**src/rtl/id_pkg.sv**
```systemverilog
// Shared decode definitions for the instruction-decode stage: field widths,
// opcode/funct encodings, ALU-op bit positions, decode record and reset values.
package id_pkg;

  localparam int INST_W       = 32;
  localparam int DATA_W       = 32;
  localparam int REG_AW       = 5;
  localparam int IMM_W        = 16;
  localparam int SHAMT_W      = 5;
  localparam int ALUOP_W_DFLT = 16;
  localparam int ALU_USED     = 12;  // bits above this stay zero

  // primary opcodes
  localparam logic [5:0] OP_SPECIAL = 6'b000000;
  localparam logic [5:0] OP_ADDIU   = 6'b001001;
  localparam logic [5:0] OP_SLTI    = 6'b001010;
  localparam logic [5:0] OP_SLTIU   = 6'b001011;
  localparam logic [5:0] OP_ANDI    = 6'b001100;
  localparam logic [5:0] OP_ORI     = 6'b001101;
  localparam logic [5:0] OP_XORI    = 6'b001110;
  localparam logic [5:0] OP_LUI     = 6'b001111;

  // SPECIAL funct codes
  localparam logic [5:0] FN_SLL  = 6'b000000;
  localparam logic [5:0] FN_SRL  = 6'b000010;
  localparam logic [5:0] FN_SRA  = 6'b000011;
  localparam logic [5:0] FN_ADDU = 6'b100001;
  localparam logic [5:0] FN_SUBU = 6'b100011;
  localparam logic [5:0] FN_AND  = 6'b100100;
  localparam logic [5:0] FN_OR   = 6'b100101;
  localparam logic [5:0] FN_XOR  = 6'b100110;
  localparam logic [5:0] FN_NOR  = 6'b100111;
  localparam logic [5:0] FN_SLT  = 6'b101010;
  localparam logic [5:0] FN_SLTU = 6'b101011;

  // bit positions inside the one-hot ALU-op bus
  localparam logic [3:0] ALU_AND  = 4'd0;
  localparam logic [3:0] ALU_OR   = 4'd1;
  localparam logic [3:0] ALU_XOR  = 4'd2;
  localparam logic [3:0] ALU_NOR  = 4'd3;
  localparam logic [3:0] ALU_ADDU = 4'd4;
  localparam logic [3:0] ALU_SUBU = 4'd5;
  localparam logic [3:0] ALU_SLT  = 4'd6;
  localparam logic [3:0] ALU_SLTU = 4'd7;
  localparam logic [3:0] ALU_SLL  = 4'd8;
  localparam logic [3:0] ALU_SRL  = 4'd9;
  localparam logic [3:0] ALU_SRA  = 4'd10;
  localparam logic [3:0] ALU_LUI  = 4'd11;

  // how the 16-bit immediate becomes a 32-bit operand
  typedef enum logic [1:0] {
    EXT_NONE,
    EXT_ZERO,
    EXT_SIGN,
    EXT_UPPER
  } ext_sel_e;

  // decode record; ALU op kept as an index so its bus width stays a top parameter
  typedef struct packed {
    logic              rd1;
    logic              rd2;
    logic [REG_AW-1:0] wd;
    logic              wreg;
    logic              shamt_op;  // operand 1 is the shift amount
    ext_sel_e          ext;       // operand 2 immediate form
    logic              alu_vld;
    logic [3:0]        alu_idx;
  } dec_t;

  localparam dec_t              RST_DEC  = '0;
  localparam logic [DATA_W-1:0] RST_DATA = '0;
  localparam logic [REG_AW-1:0] RST_ADDR = '0;

  // three-register ALU form: both sources read, result to rd
  function automatic dec_t dec_rtype(input logic [3:0] idx, input logic [REG_AW-1:0] rd);
    dec_t d;
    d         = RST_DEC;
    d.rd1     = 1'b1;
    d.rd2     = 1'b1;
    d.wd      = rd;
    d.wreg    = 1'b1;
    d.alu_vld = 1'b1;
    d.alu_idx = idx;
    return d;
  endfunction

  // register/immediate form: rs read, immediate as operand 2, result to rt
  function automatic dec_t dec_itype(input logic [3:0] idx, input ext_sel_e ext,
                                     input logic [REG_AW-1:0] rt);
    dec_t d;
    d         = RST_DEC;
    d.rd1     = 1'b1;
    d.wd      = rt;
    d.wreg    = 1'b1;
    d.ext     = ext;
    d.alu_vld = 1'b1;
    d.alu_idx = idx;
    return d;
  endfunction

endpackage

```
**src/rtl/id_imm_ext.sv**
```systemverilog
// Immediate extender: zero-, sign- or upper-half placement of a 16-bit field.
module id_imm_ext
  import id_pkg::*;
(
  input  logic [IMM_W-1:0]  imm,
  input  ext_sel_e          sel,
  output logic [DATA_W-1:0] ext
);

  // select extension form; EXT_NONE yields zero so unused operands stay clean
  always_comb begin
    ext = '0;
    case (sel)
      EXT_ZERO:  ext = {{(DATA_W-IMM_W){1'b0}}, imm};
      EXT_SIGN:  ext = {{(DATA_W-IMM_W){imm[IMM_W-1]}}, imm};
      EXT_UPPER: ext = {imm, {(DATA_W-IMM_W){1'b0}}};
      default:   ext = '0;
    endcase
  end

endmodule

```
**src/rtl/id.sv**
```systemverilog
// Instruction decode stage. Read addresses/enables are combinational from
// inst_i; ALU op, operands and destination are registered one cycle later.
// Optional: define ID_SHIFT_INST_EN to decode SLL/SRL/SRA; otherwise those
// funct codes (including the all-zero word) decode as invalid.
module id
  import id_pkg::*;
#(
  parameter int ALUOP_W = ALUOP_W_DFLT
) (
  input  logic               clk,
  input  logic               rst,
  input  logic [INST_W-1:0]  inst_i,
  input  logic [DATA_W-1:0]  reg1_data_i,
  input  logic [DATA_W-1:0]  reg2_data_i,
  output logic [REG_AW-1:0]  reg1_addr_o,
  output logic [REG_AW-1:0]  reg2_addr_o,
  output logic               reg1_read_o,
  output logic               reg2_read_o,
  output logic [ALUOP_W-1:0] aluop_o,
  output logic [DATA_W-1:0]  reg1_o,
  output logic [DATA_W-1:0]  reg2_o,
  output logic [REG_AW-1:0]  wd_o,
  output logic               wreg_o
);

  logic [5:0]         op, funct;
  logic [REG_AW-1:0]  rs, rt, rd;
  logic [SHAMT_W-1:0] shamt;
  logic [IMM_W-1:0]   imm;

  assign op    = inst_i[31:26];
  assign rs    = inst_i[25:21];
  assign rt    = inst_i[20:16];
  assign rd    = inst_i[15:11];
  assign shamt = inst_i[10:6];
  assign funct = inst_i[5:0];
  assign imm   = inst_i[15:0];

  dec_t               dec;
  logic [ALUOP_W-1:0] aluop;
  logic [DATA_W-1:0]  imm1, imm2;
  logic [DATA_W-1:0]  opnd1, opnd2;

  // opcode/funct decode; anything unrecognised leaves the all-zero record
  always_comb begin
    dec = RST_DEC;
    case (op)
      OP_SPECIAL: begin
        case (funct)
          FN_AND:  dec = dec_rtype(ALU_AND,  rd);
          FN_OR:   dec = dec_rtype(ALU_OR,   rd);
          FN_XOR:  dec = dec_rtype(ALU_XOR,  rd);
          FN_NOR:  dec = dec_rtype(ALU_NOR,  rd);
          FN_ADDU: dec = dec_rtype(ALU_ADDU, rd);
          FN_SUBU: dec = dec_rtype(ALU_SUBU, rd);
          FN_SLT:  dec = dec_rtype(ALU_SLT,  rd);
          FN_SLTU: dec = dec_rtype(ALU_SLTU, rd);
`ifdef ID_SHIFT_INST_EN
          FN_SLL, FN_SRL, FN_SRA: begin
            // rt is shifted by shamt; rs is not an operand
            dec          = dec_rtype(ALU_SLL, rd);
            dec.rd1      = 1'b0;
            dec.shamt_op = 1'b1;
            if (funct == FN_SRL) dec.alu_idx = ALU_SRL;
            if (funct == FN_SRA) dec.alu_idx = ALU_SRA;
          end
`endif
          default: dec = RST_DEC;
        endcase
      end
      OP_ANDI:  dec = dec_itype(ALU_AND,  EXT_ZERO, rt);
      OP_ORI:   dec = dec_itype(ALU_OR,   EXT_ZERO, rt);
      OP_XORI:  dec = dec_itype(ALU_XOR,  EXT_ZERO, rt);
      OP_ADDIU: dec = dec_itype(ALU_ADDU, EXT_SIGN, rt);
      OP_SLTI:  dec = dec_itype(ALU_SLT,  EXT_SIGN, rt);
      OP_SLTIU: dec = dec_itype(ALU_SLTU, EXT_SIGN, rt);
      OP_LUI: begin
        // no register source: operand 1 is zero, operand 2 the upper immediate
        dec     = dec_itype(ALU_LUI, EXT_UPPER, rt);
        dec.rd1 = 1'b0;
      end
      default: dec = RST_DEC;
    endcase
  end

  // expand ALU index to the one-hot bus
  always_comb begin
    aluop = '0;
    if (dec.alu_vld) aluop[dec.alu_idx] = 1'b1;
  end

  id_imm_ext u_imm_ext (
    .imm (imm),
    .sel (dec.ext),
    .ext (imm2)
  );

  assign imm1 = dec.shamt_op ? {{(DATA_W-SHAMT_W){1'b0}}, shamt} : RST_DATA;

  // operand select: register data when read, else decoded immediate
  always_comb begin
    opnd1 = dec.rd1 ? reg1_data_i : imm1;
    opnd2 = dec.rd2 ? reg2_data_i : imm2;
  end

  // read port drive; reset forces the combinational side quiet too
  always_comb begin
    reg1_addr_o = rst ? RST_ADDR : rs;
    reg2_addr_o = rst ? RST_ADDR : rt;
    reg1_read_o = rst ? 1'b0 : dec.rd1;
    reg2_read_o = rst ? 1'b0 : dec.rd2;
  end

  // ID/EX register; async reset drops whatever decode is in flight
  always_ff @(posedge clk or posedge rst) begin
    if (rst) begin
      aluop_o <= '0;
      reg1_o  <= RST_DATA;
      reg2_o  <= RST_DATA;
      wd_o    <= RST_ADDR;
      wreg_o  <= 1'b0;
    end else begin
      aluop_o <= aluop;
      reg1_o  <= opnd1;
      reg2_o  <= opnd2;
      wd_o    <= dec.wd;
      wreg_o  <= dec.wreg;
    end
  end

endmodule

```
**config.mk**
```make
export PLATFORM = sky130hd
export DESIGN_NAME = id
export DESIGN_NICKNAME = d
export VERILOG_FILES = /design/src/rtl/id_pkg.sv /design/src/rtl/id_imm_ext.sv /design/src/rtl/id.sv
export SDC_FILE = /design/constraint.sdc
export NUM_CORES = 1
export LEC_CHECK = 0
export CORE_UTILIZATION = 33
export CTS_CLUSTER_DIAMETER = 150
export CTS_CLUSTER_SIZE = 10
export DETAILED_ROUTE_END_ITERATION = 10
export GPL_TIMING_DRIVEN = 0
export PLACE_DENSITY = 0.82
export SYNTH_ARGS = -nofsm -noshare
export SYNTH_HDL_FRONTEND = slang
export SYNTH_SLANG_ARGS = --single-unit
```
**constraint.sdc**
```tcl
create_clock -name clk -period 3.3 [get_ports clk]
set_clock_uncertainty 0.1 [all_clocks]
set_input_delay 0.66 -clock clk [delete_from_list [all_inputs] [get_ports clk]]
set_output_delay 0.66 -clock clk [all_outputs]
set_load 0.005 [all_outputs]
```
After elaboration in Yosys (flattened, before gate mapping):

Cells that the tools add are included.

* input port bits: 98
* output and inout bits: 98
* bits in registers: 86
* word-level logic and storage cells: 40

* equality and inequality tests: 18
* reductions and logical operators: 2
* mux-type cells: 13
* magnitude comparators: 2

Operators with widths (number)
* $pmux 16 s8: 2
* $pmux 32 s3: 1
* $mux 32: 2
* $eq 6x6->1 const B: 8
* $eq 6x4->1 const B: 7
* $mux 16: 1
* $mux 5: 3
* $logic_not 6->1: 1
* $lt 4x5->1 const B: 1
* $demux 1 s4: 1
* $eq 2x2->1 const B: 2
* $ge 4x1->1 const B: 1
* $mux 1: 3
* $eq 2x1->1 const B: 1
* $logic_and 1x1->1: 1

Depth between registers and ports, before layout:

Gate-level depths: netlist of run 1.

* word-level depth: 8
* depth in mapped cells: 7
* gate-level depth less buffers: 4

Modules after synthesis:

From an unflattened synthesis of run 1, not the netlist that was laid out.

* cells, all modules: 277
* area total of the unflattened synthesis: 3671.0 sq um

Modules (own cells, without submodules)
* id: cells an instance 223, seq. area each 2152.1 sq um, times used 1, area an instance 3309.4 sq um
* id_imm_ext: cells an instance 54, seq. area each 0.0 sq um, times used 1, area an instance 361.6 sq um

Least setup slack after synthesis of run 1:

No wires, ideal clock.

* kind: input to output
* start point: in rst
* end point: out reg1_read_o
* path buffers: 0
* required time: 2.540 ns
* slack: -0.240 ns
* stages on the path: 2
* arrival time: 2.780 ns
* cell sequence: inv_1 > and2_1

* word-level cells in the longest chain between the ends: 1

RTL lines
* from (decl): line id.sv:11 `input logic rst,`
* $mux 1: line id.sv:110 `reg1_read_o = rst ? 1'b0 : dec.rd1;`
* to (decl): line id.sv:17 `output logic reg1_read_o,`

No other way between the ends.

Worst setup path in the final report of run 1:

* start point: in inst_i[5]
* end point: out reg1_read_o

* word-level cells in the longest chain between the ends: 4
* elaborated cells between the ends (all ways): 11
* those cells by class: eq/ne: 8; mux: 3

RTL lines
* from (decl): line id.sv:12 `input logic [INST_W-1:0] inst_i,`
* $eq 6x6->1: line id.sv:49 `case (funct)`
* $pmux 16 s8 (*): line id.sv:49
* $pmux 16 s8 (*): line id.sv:47 `case (op)`
* $mux 1 (*): line id.sv:110

Mark *: on every way between the ends. The rest lies on a longest branch, timed or not.

==> results of run 1 <==
kinds of logic after synthesis:
kind of cell / synth area share, %
and+or+nand+nor: 15.18
AOI/OAI and AO/OA: 14.08
buffers and inverters: 2.550
xor gates and xnor gates: 0.2747
other: 0.1176
DFF: 67.48
muxes: 0.3139
state kept, by name, indices dropped and copies added (netlist names):
name     count
wd_o         5
aluop_o     16
reg1_o      32
wreg_o       1
reg2_o      32
cell type report:
class	instances	area [µm²]
Timing Repair Buffer	210	2051
Inverter	2	11.26
Buffer	14	91.34
Fill cell	756	3621
Tap cell	129	161.4
Sequential cell	86	2152
Multi-Input combinational cell	134	998.5
Clock inverter	6	70.07
Clock buffer	10	127.6
metrics by stage:
step / hold WS [ps] / util (%) / cell area [µm²] / setup WS, ps
after floorplan: 676.5 / - / 3216 / 262.7
after global placement: 1094 / 57.08 / 5299 / -1204
after detailed placement: 862.8 / 57.51 / 5339 / -868.4
after CTS: 469.0 / 61.02 / 5665 / 27.64
after global routing: 491.4 / 61.00 / 5663 / 1.401
final: 485.6 / 61.00 / 5663 / 77.12
Yosys cell counts (all sizes together) (2+ instances only):
cell type | instances | area (µm²)
a22o | 22 | 192.7
and4 | 4 | 35.03
inv | 2 | 7.510
nor2 | 8 | 30.03
and2 | 35 | 219.0
o21ai | 2 | 10.01
dfrtp | 86 | 2152
buf | 4 | 35.03
nor4 | 2 | 27.53
nor3 | 6 | 30.03
nand2 | 3 | 11.26
a221o | 15 | 150.1
nor2b | 10 | 62.56
clkbuf | 10 | 38.78
worst max path at each step:
| stage | from | endpoint | slack (ps) | cells past startpoint |
|---|---|---|---|---|
| floorplan | rst | reg1_read_o | 260 | 2 |
| global placement | rst | reg1_read_o | -1200 | 4 |
| detailed placement | inst_i[31] | reg1_read_o | -870 | 7 |
| CTS | inst_i[29] | reg1_read_o | 30 | 7 |
| global route | inst_i[5] | reg1_read_o | 1 | 7 |
| finish | inst_i[5] | reg1_read_o | 80 | 7 |
what timing repair did:
item	4_1_cts	5_1_grt
setup endpoints to repair	2	18
gates resized for setup	20	13
buffers inserted	16	0
pin swaps	4	5
hold buffers	0	0
where the power goes:
group | internal, mW | total [mW] | switching, mW
Sequential | 1.08 | 1.09 | 0.00855
Clock | 0.356 | 0.735 | 0.379
Combinational | 0.198 | 0.310 | 0.112
Total | 1.64 | 2.14 | 0.500
metal layers:
layer / wire length [µm] / up-vias
li1: - / 1269
met1: 3749 / 1362
met2: 5102 / 132
met3: 630 / 22
met4: 328 / 0
met5: 0 / -
==> flow_summary.ini, run 1 <==
[grt]
grt.met2_usage_pct = 34.09
top_usage_layer = met2
initial_antenna_violation_count = 0
grt_overflow = 0
groute.usage.overall_pct = 19.55
grtUsageMet3_pct = 5.501
grt_first_pass_wirelength_um = 14710
met1_usage_pct = 21.70
first_global_vias = 2907
grt_start_max_net_pins = 46

[synthesis]
synth_seq_area_share_pct = 67.48
ys_seq_elements = 86
asyncSetResetFlopFracSynth_pct = 100.0
syn_area_per_cell_um2 = 13.87
netlist_area_um2 = 3189
syn-instance-count = 230
synth_flop_cell = sky130_fd_sc_hd__dfrtp_1
count_of_unique_library_cells_instantiated_by_yosys = 39
synth_edf_count = 0
yosys_warnings = 0

[place]
port-buffer-count = 192
dp_cells = 559
place_hpwl_um = 7328
gp_routability_congestion = 0.7764

[setup_path]
max_stage_delay_ps = 480
critical_path.startpoint_type = input port
crit_path_end_kind = output pin
worstPathRequired_ps = 2540
timing.critical_path.buf_inv = 3
cp.arrival_ps = 2460
critical_path_peak_fanout = 3
worstPathCellList = clkdlybuf4s15_1 -> or4b_4 -> a2111o_1 -> a221oi_4 -> buf_6 -> and2_1 -> buf_2
critPathTopFamily = compound AO/OA/AOI/OAI gates
setup.worst_path.class = in -> out
crit_path_top_delay_cell = sky130_fd_sc_hd__or4b_4

[detailed_routing]
detail_route.wl_per_cell_um = 16.60
ant_nets = 0
drt_pass1_iterations = 4
dr.first_iter.drc_count = 93
via_per_inst = 4.712
totalWireLength_um = 9810
total_via_count_after_detailed_routing = 2785
remaining_drc_errors = 0

[power_and_ir_drop]
finalPower_mw = 2.138
powerDensity_nw_per_um2 = 377.6
vdd.ir_drop.worst_mv = 0.2121
leakage_component_of_the_power_nw = 2.517

[floorplanning]
chipHeight_um = 100.3
floorplan.die.width_um = 100.3
design.portCount = 196
design.core.area_um2 = 9284
initial_utilization_pct = 34.35
placement_rows = 35
design.die.area_um2 = 10060

[timing]
final_period_minus_worst_setup_slack_ps = 3223
layout_worst_path_cycle_share_pct = 97.66
timing.slew.headroom_pct = 54.10
setup_viol_count_final = 0
max_slew.worst_pin.slew_ps = 687.1
slew_viol_final = 0
fmaxAchievable_mhz = 310.3
grt_setup_unrepaired = no
setup_tns_ps = 0
hold_viol = 0

[clock_network]
numClockSinks = 86
cts_made_buffers = 9
clock-root-buffer = sky130_fd_sc_hd__clkbuf_8
clkSlewWorstSetupHoldPaths_ps = 90
tritoncts = done
ctsHtreeMaxLevel = 3
cts_max_path_buffers = 2

[min_path]
hold_path_class = in -> async

[layout]
layoutNonFillerInstCount = 591
layout.cells.most_common = sky130_fd_sc_hd__clkdlybuf4s50_1
post_route_cells_drive_above_1_share_pct = 11.90
layout-area-overhead-vs-synth_pct = 77.56
num-nets-final = 555
antenna_cells = 0
mostFrequentLayoutCells = sky130_fd_sc_hd__clkdlybuf4s50_1, sky130_fd_sc_hd__dfrtp_1, sky130_fd_sc_hd__and2_1

[status]
status = complete, no violations

[flow_run]
cap_viol_max_count = 0
Note: power is estimated with default switching activity, not from simulation.
==> inputs of run 2 (changes only) <==
--- a/config.mk
+++ b/config.mk
@@ -6,7 +6,7 @@
 export NUM_CORES = 1
 export LEC_CHECK = 0
 export CORE_UTILIZATION = 33
-export CTS_CLUSTER_DIAMETER = 150
+export CTS_CLUSTER_DIAMETER = 100
 export CTS_CLUSTER_SIZE = 10
 export DETAILED_ROUTE_END_ITERATION = 10
 export GPL_TIMING_DRIVEN = 0
==> results of run 2 <==
The final DEF is identical to that of run 1; final timing and power are the same.
==> inputs of run 3 (changes only) <==
--- a/config.mk
+++ b/config.mk
@@ -5,7 +5,9 @@
 export SDC_FILE = /design/constraint.sdc
 export NUM_CORES = 1
 export LEC_CHECK = 0
-export CORE_UTILIZATION = 33
+export ABC_AREA = 1
+export CAP_MARGIN = 25
+export CORE_UTILIZATION = 34
 export CTS_CLUSTER_DIAMETER = 100
 export CTS_CLUSTER_SIZE = 10
 export DETAILED_ROUTE_END_ITERATION = 10
==> run 3 against run 2 <==
Compared with the run above: synthesized area rose by 5.3%; total power rose by 1.6%; global-route usage rose by 1.5 points; clock power rose by 4.1%; clock-buffer cell count fell by 1; setup slack improved by 110 ps; non-clock buffer count fell by 12; die area rose by 2.2%; sequential cell count did not move; core utilization rose by 0.37 points; routed wire length rose by 7.1%; largest cell class unchanged; highest routed layer unchanged.
==> flow_summary.ini, run 3 <==
[detailed_routing]
dr.first_iter.drc_count = 82
ant_nets = 0
totalWireLength_um = 10510
detail_route.wl_per_cell_um = 15.06
drt_pass1_iterations = 4
remaining_drc_errors = 0
via_per_inst = 4.546
total_via_count_after_detailed_routing = 3173

[grt]
groute.usage.overall_pct = 21.04
first_global_vias = 3354
grt_first_pass_wirelength_um = 16130
grt_start_max_net_pins = 47
grt_overflow = 0
initial_antenna_violation_count = 0

[layout]
num-nets-final = 662
post-route-cell-area_um2 = 5778
layout.cells.most_common = sky130_fd_sc_hd__clkdlybuf4s50_1
n_fill_cell = 781
antenna_cells = 0
post_route_cells_drive_above_1_share_pct = 7.909
mostFrequentLayoutCells = sky130_fd_sc_hd__clkdlybuf4s50_1, sky130_fd_sc_hd__dfrtp_1, sky130_fd_sc_hd__inv_1
multiInputGateArea_um2 = 892.1
reg.largest.list = reg1_o x32, reg2_o x32, aluop_o x16
final-seq-area_um2 = 2152
layout-area-overhead-vs-synth_pct = 72.06

[timing]
hold_slack_ps = 595.4
timing.slew.headroom_pct = 56.08
setup_viol_count_final = 0
final_period_minus_worst_setup_slack_ps = 3108
slew_viol_final = 0
layout_worst_path_cycle_share_pct = 94.19
max_slew.worst_pin.slew_ps = 658.8
fmaxAchievable_mhz = 321.7
hold_viol = 0
setup_tns_ps = 0
grt_setup_unrepaired = no

[clock_network]
cts_max_path_buffers = 2
tritoncts = done
numClockSinks = 86
cts_made_buffers = 9
cts-hold-fix-buffers = 0
clkSlewWorstSetupHoldPaths_ps = 90
clock-root-buffer = sky130_fd_sc_hd__clkbuf_8
ctsHtreeMaxLevel = 3

[setup_path]
cp.arrival_ps = 2350
worstPathCellList = clkdlybuf4s50_1 -> inv_1 -> o21ai_2 -> nand2_1 -> nand2_4 -> nand2_4 -> nor2_1 -> clkdlybuf4s50_1
crit_path_start = inst_i[0]
timing.critical_path.buf_inv = 3
max_stage_delay_ps = 530
setup.worst_path.class = in -> out
worst_path_depth = 8
critical_path_peak_fanout = 7
critPathTopFamily = buffers and inverters
crit_path_top_delay_cell = sky130_fd_sc_hd__clkdlybuf4s50_1
worstSetupEndpoint = reg2_read_o
critical_path.startpoint_type = input port
worstPathRequired_ps = 2540
crit_path_end_kind = output pin

[synthesis]
asyncSetResetFlopFracSynth_pct = 100.0
synth_compound_gate_area_share_pct = 7.452
syn-instance-count = 348
post_synth_and_or_nand_nor_area_fraction_pct = 17.62
yosys.area_share.adder_pct = 0
yosys_warnings = 0
netlist_top_cells_area = sky130_fd_sc_hd__dfrtp_1, sky130_fd_sc_hd__inv_1, sky130_fd_sc_hd__nor2_1
netlist_top_cells_count = sky130_fd_sc_hd__dfrtp_1, sky130_fd_sc_hd__inv_1, sky130_fd_sc_hd__nor2_1
combinational_family_with_the_most_area_after_synthesis = simple AND/OR/NAND/NOR gates
netlist_area_um2 = 3358
count_of_unique_library_cells_instantiated_by_yosys = 20
ys_seq_elements = 86
synth_edf_count = 0
post_synth_xor_area_fraction_pct = 0
syn_area_per_cell_um2 = 9.650
synth_seq_area_share_pct = 64.08
yosys.area.top_type = sky130_fd_sc_hd__dfrtp_1
synth_flop_cell = sky130_fd_sc_hd__dfrtp_1
synth_most_common_cell = sky130_fd_sc_hd__dfrtp_1
netlist.area_leader.share_pct = 64.08
proportion_of_synthesized_area_in_mux_cells_pct = 0

[floorplanning]
initial_utilization_pct = 35.67
chipHeight_um = 101.4
design.core.area_um2 = 9415
floorplan.die.width_um = 101.4
design.die.area_um2 = 10280
placement_rows = 35
design.portCount = 196

[power_and_ir_drop]
vdd.ir_drop.worst_mv = 0.1945
leakage_component_of_the_power_nw = 2.869
finalPower_mw = 2.172
powerDensity_nw_per_um2 = 375.9

[place]
gp_routability_congestion = 0.8961
port-buffer-count = 195
place_hpwl_um = 8193
post_dp_cell_area_um2 = 5524

[min_path]
hold_path_class = in -> reg
launch_instance_of_the_worst_min_delay_path = inst_i[3]

[status]
status = complete, no violations

[flow_run]
cap_viol_max_count = 0
[run 3: logic make-up (layout without fill, tap and decap cells)]
family                 after synthesis  after routing
AO/OA/AOI/OAI                       41             41
buffers and inverters               87            302
flip-flops                          86             86
other                                1              7
AND/OR/NAND/NOR                    133            133
[run 3: what timing repair did]
action / CTS / global route
resized for setup: 1 / 8
endpoints found under the setup margin: 1 / 1
pin swaps: 0 / 1
buffers inserted: 0 / 3
[run 3: worst min path at each step]
stage	to	slack, ps	depth (start not counted)
final	reg2_o[3]	600	3
after global routing	reg2_o[19]	610	3
after CTS	reg1_o[28]	700	3
after detailed placement	reg1_o[2]	1080	3
after global placement	reg1_o[25]	1080	3
after floorplan	reg1_o[0]	670	2
[run 3: metal layers]
| layer | GRT usage, % | routed length, µm | vias up |
|---|---|---|---|
| met5 | 0 | 0 | - |
| met4 | 9.253 | 285 | 0 |
| met3 | 5.245 | 706 | 26 |
| met2 | 38.46 | 5582 | 149 |
| met1 | 23.07 | 3936 | 1500 |
| li1 | - | - | 1498 |
[run 3: cell type report]
class | instances | share of cell area [%]
Buffer | 13 | 1.386
Clock buffer | 9 | 2.144
Clock inverter | 7 | 1.364
Inverter | 74 | 4.894
Multi-Input combinational cell | 181 | 15.44
Sequential cell | 86 | 37.25
Tap cell | 129 | 2.793
Timing Repair Buffer | 199 | 34.73
[run 3: report_power, final]
part | internal [mW] | total, mW | switching, mW
Sequential | 1.08 | 1.09 | 0.00833
Combinational | 0.189 | 0.317 | 0.128
Clock | 0.361 | 0.765 | 0.404
Total | 1.63 | 2.17 | 0.540
[run 3: per-stage QoR]
step / std cells / util [%] / setup slack (ps)
after floorplan: 354 / - / 109.1
after global placement: 678 / 58.35 / -1421
after CTS: 695 / 60.88 / 21.06
after detailed placement: 679 / 58.67 / -0.3120
final: 698 / 61.37 / 191.8
after global routing: 698 / 61.37 / 96.37
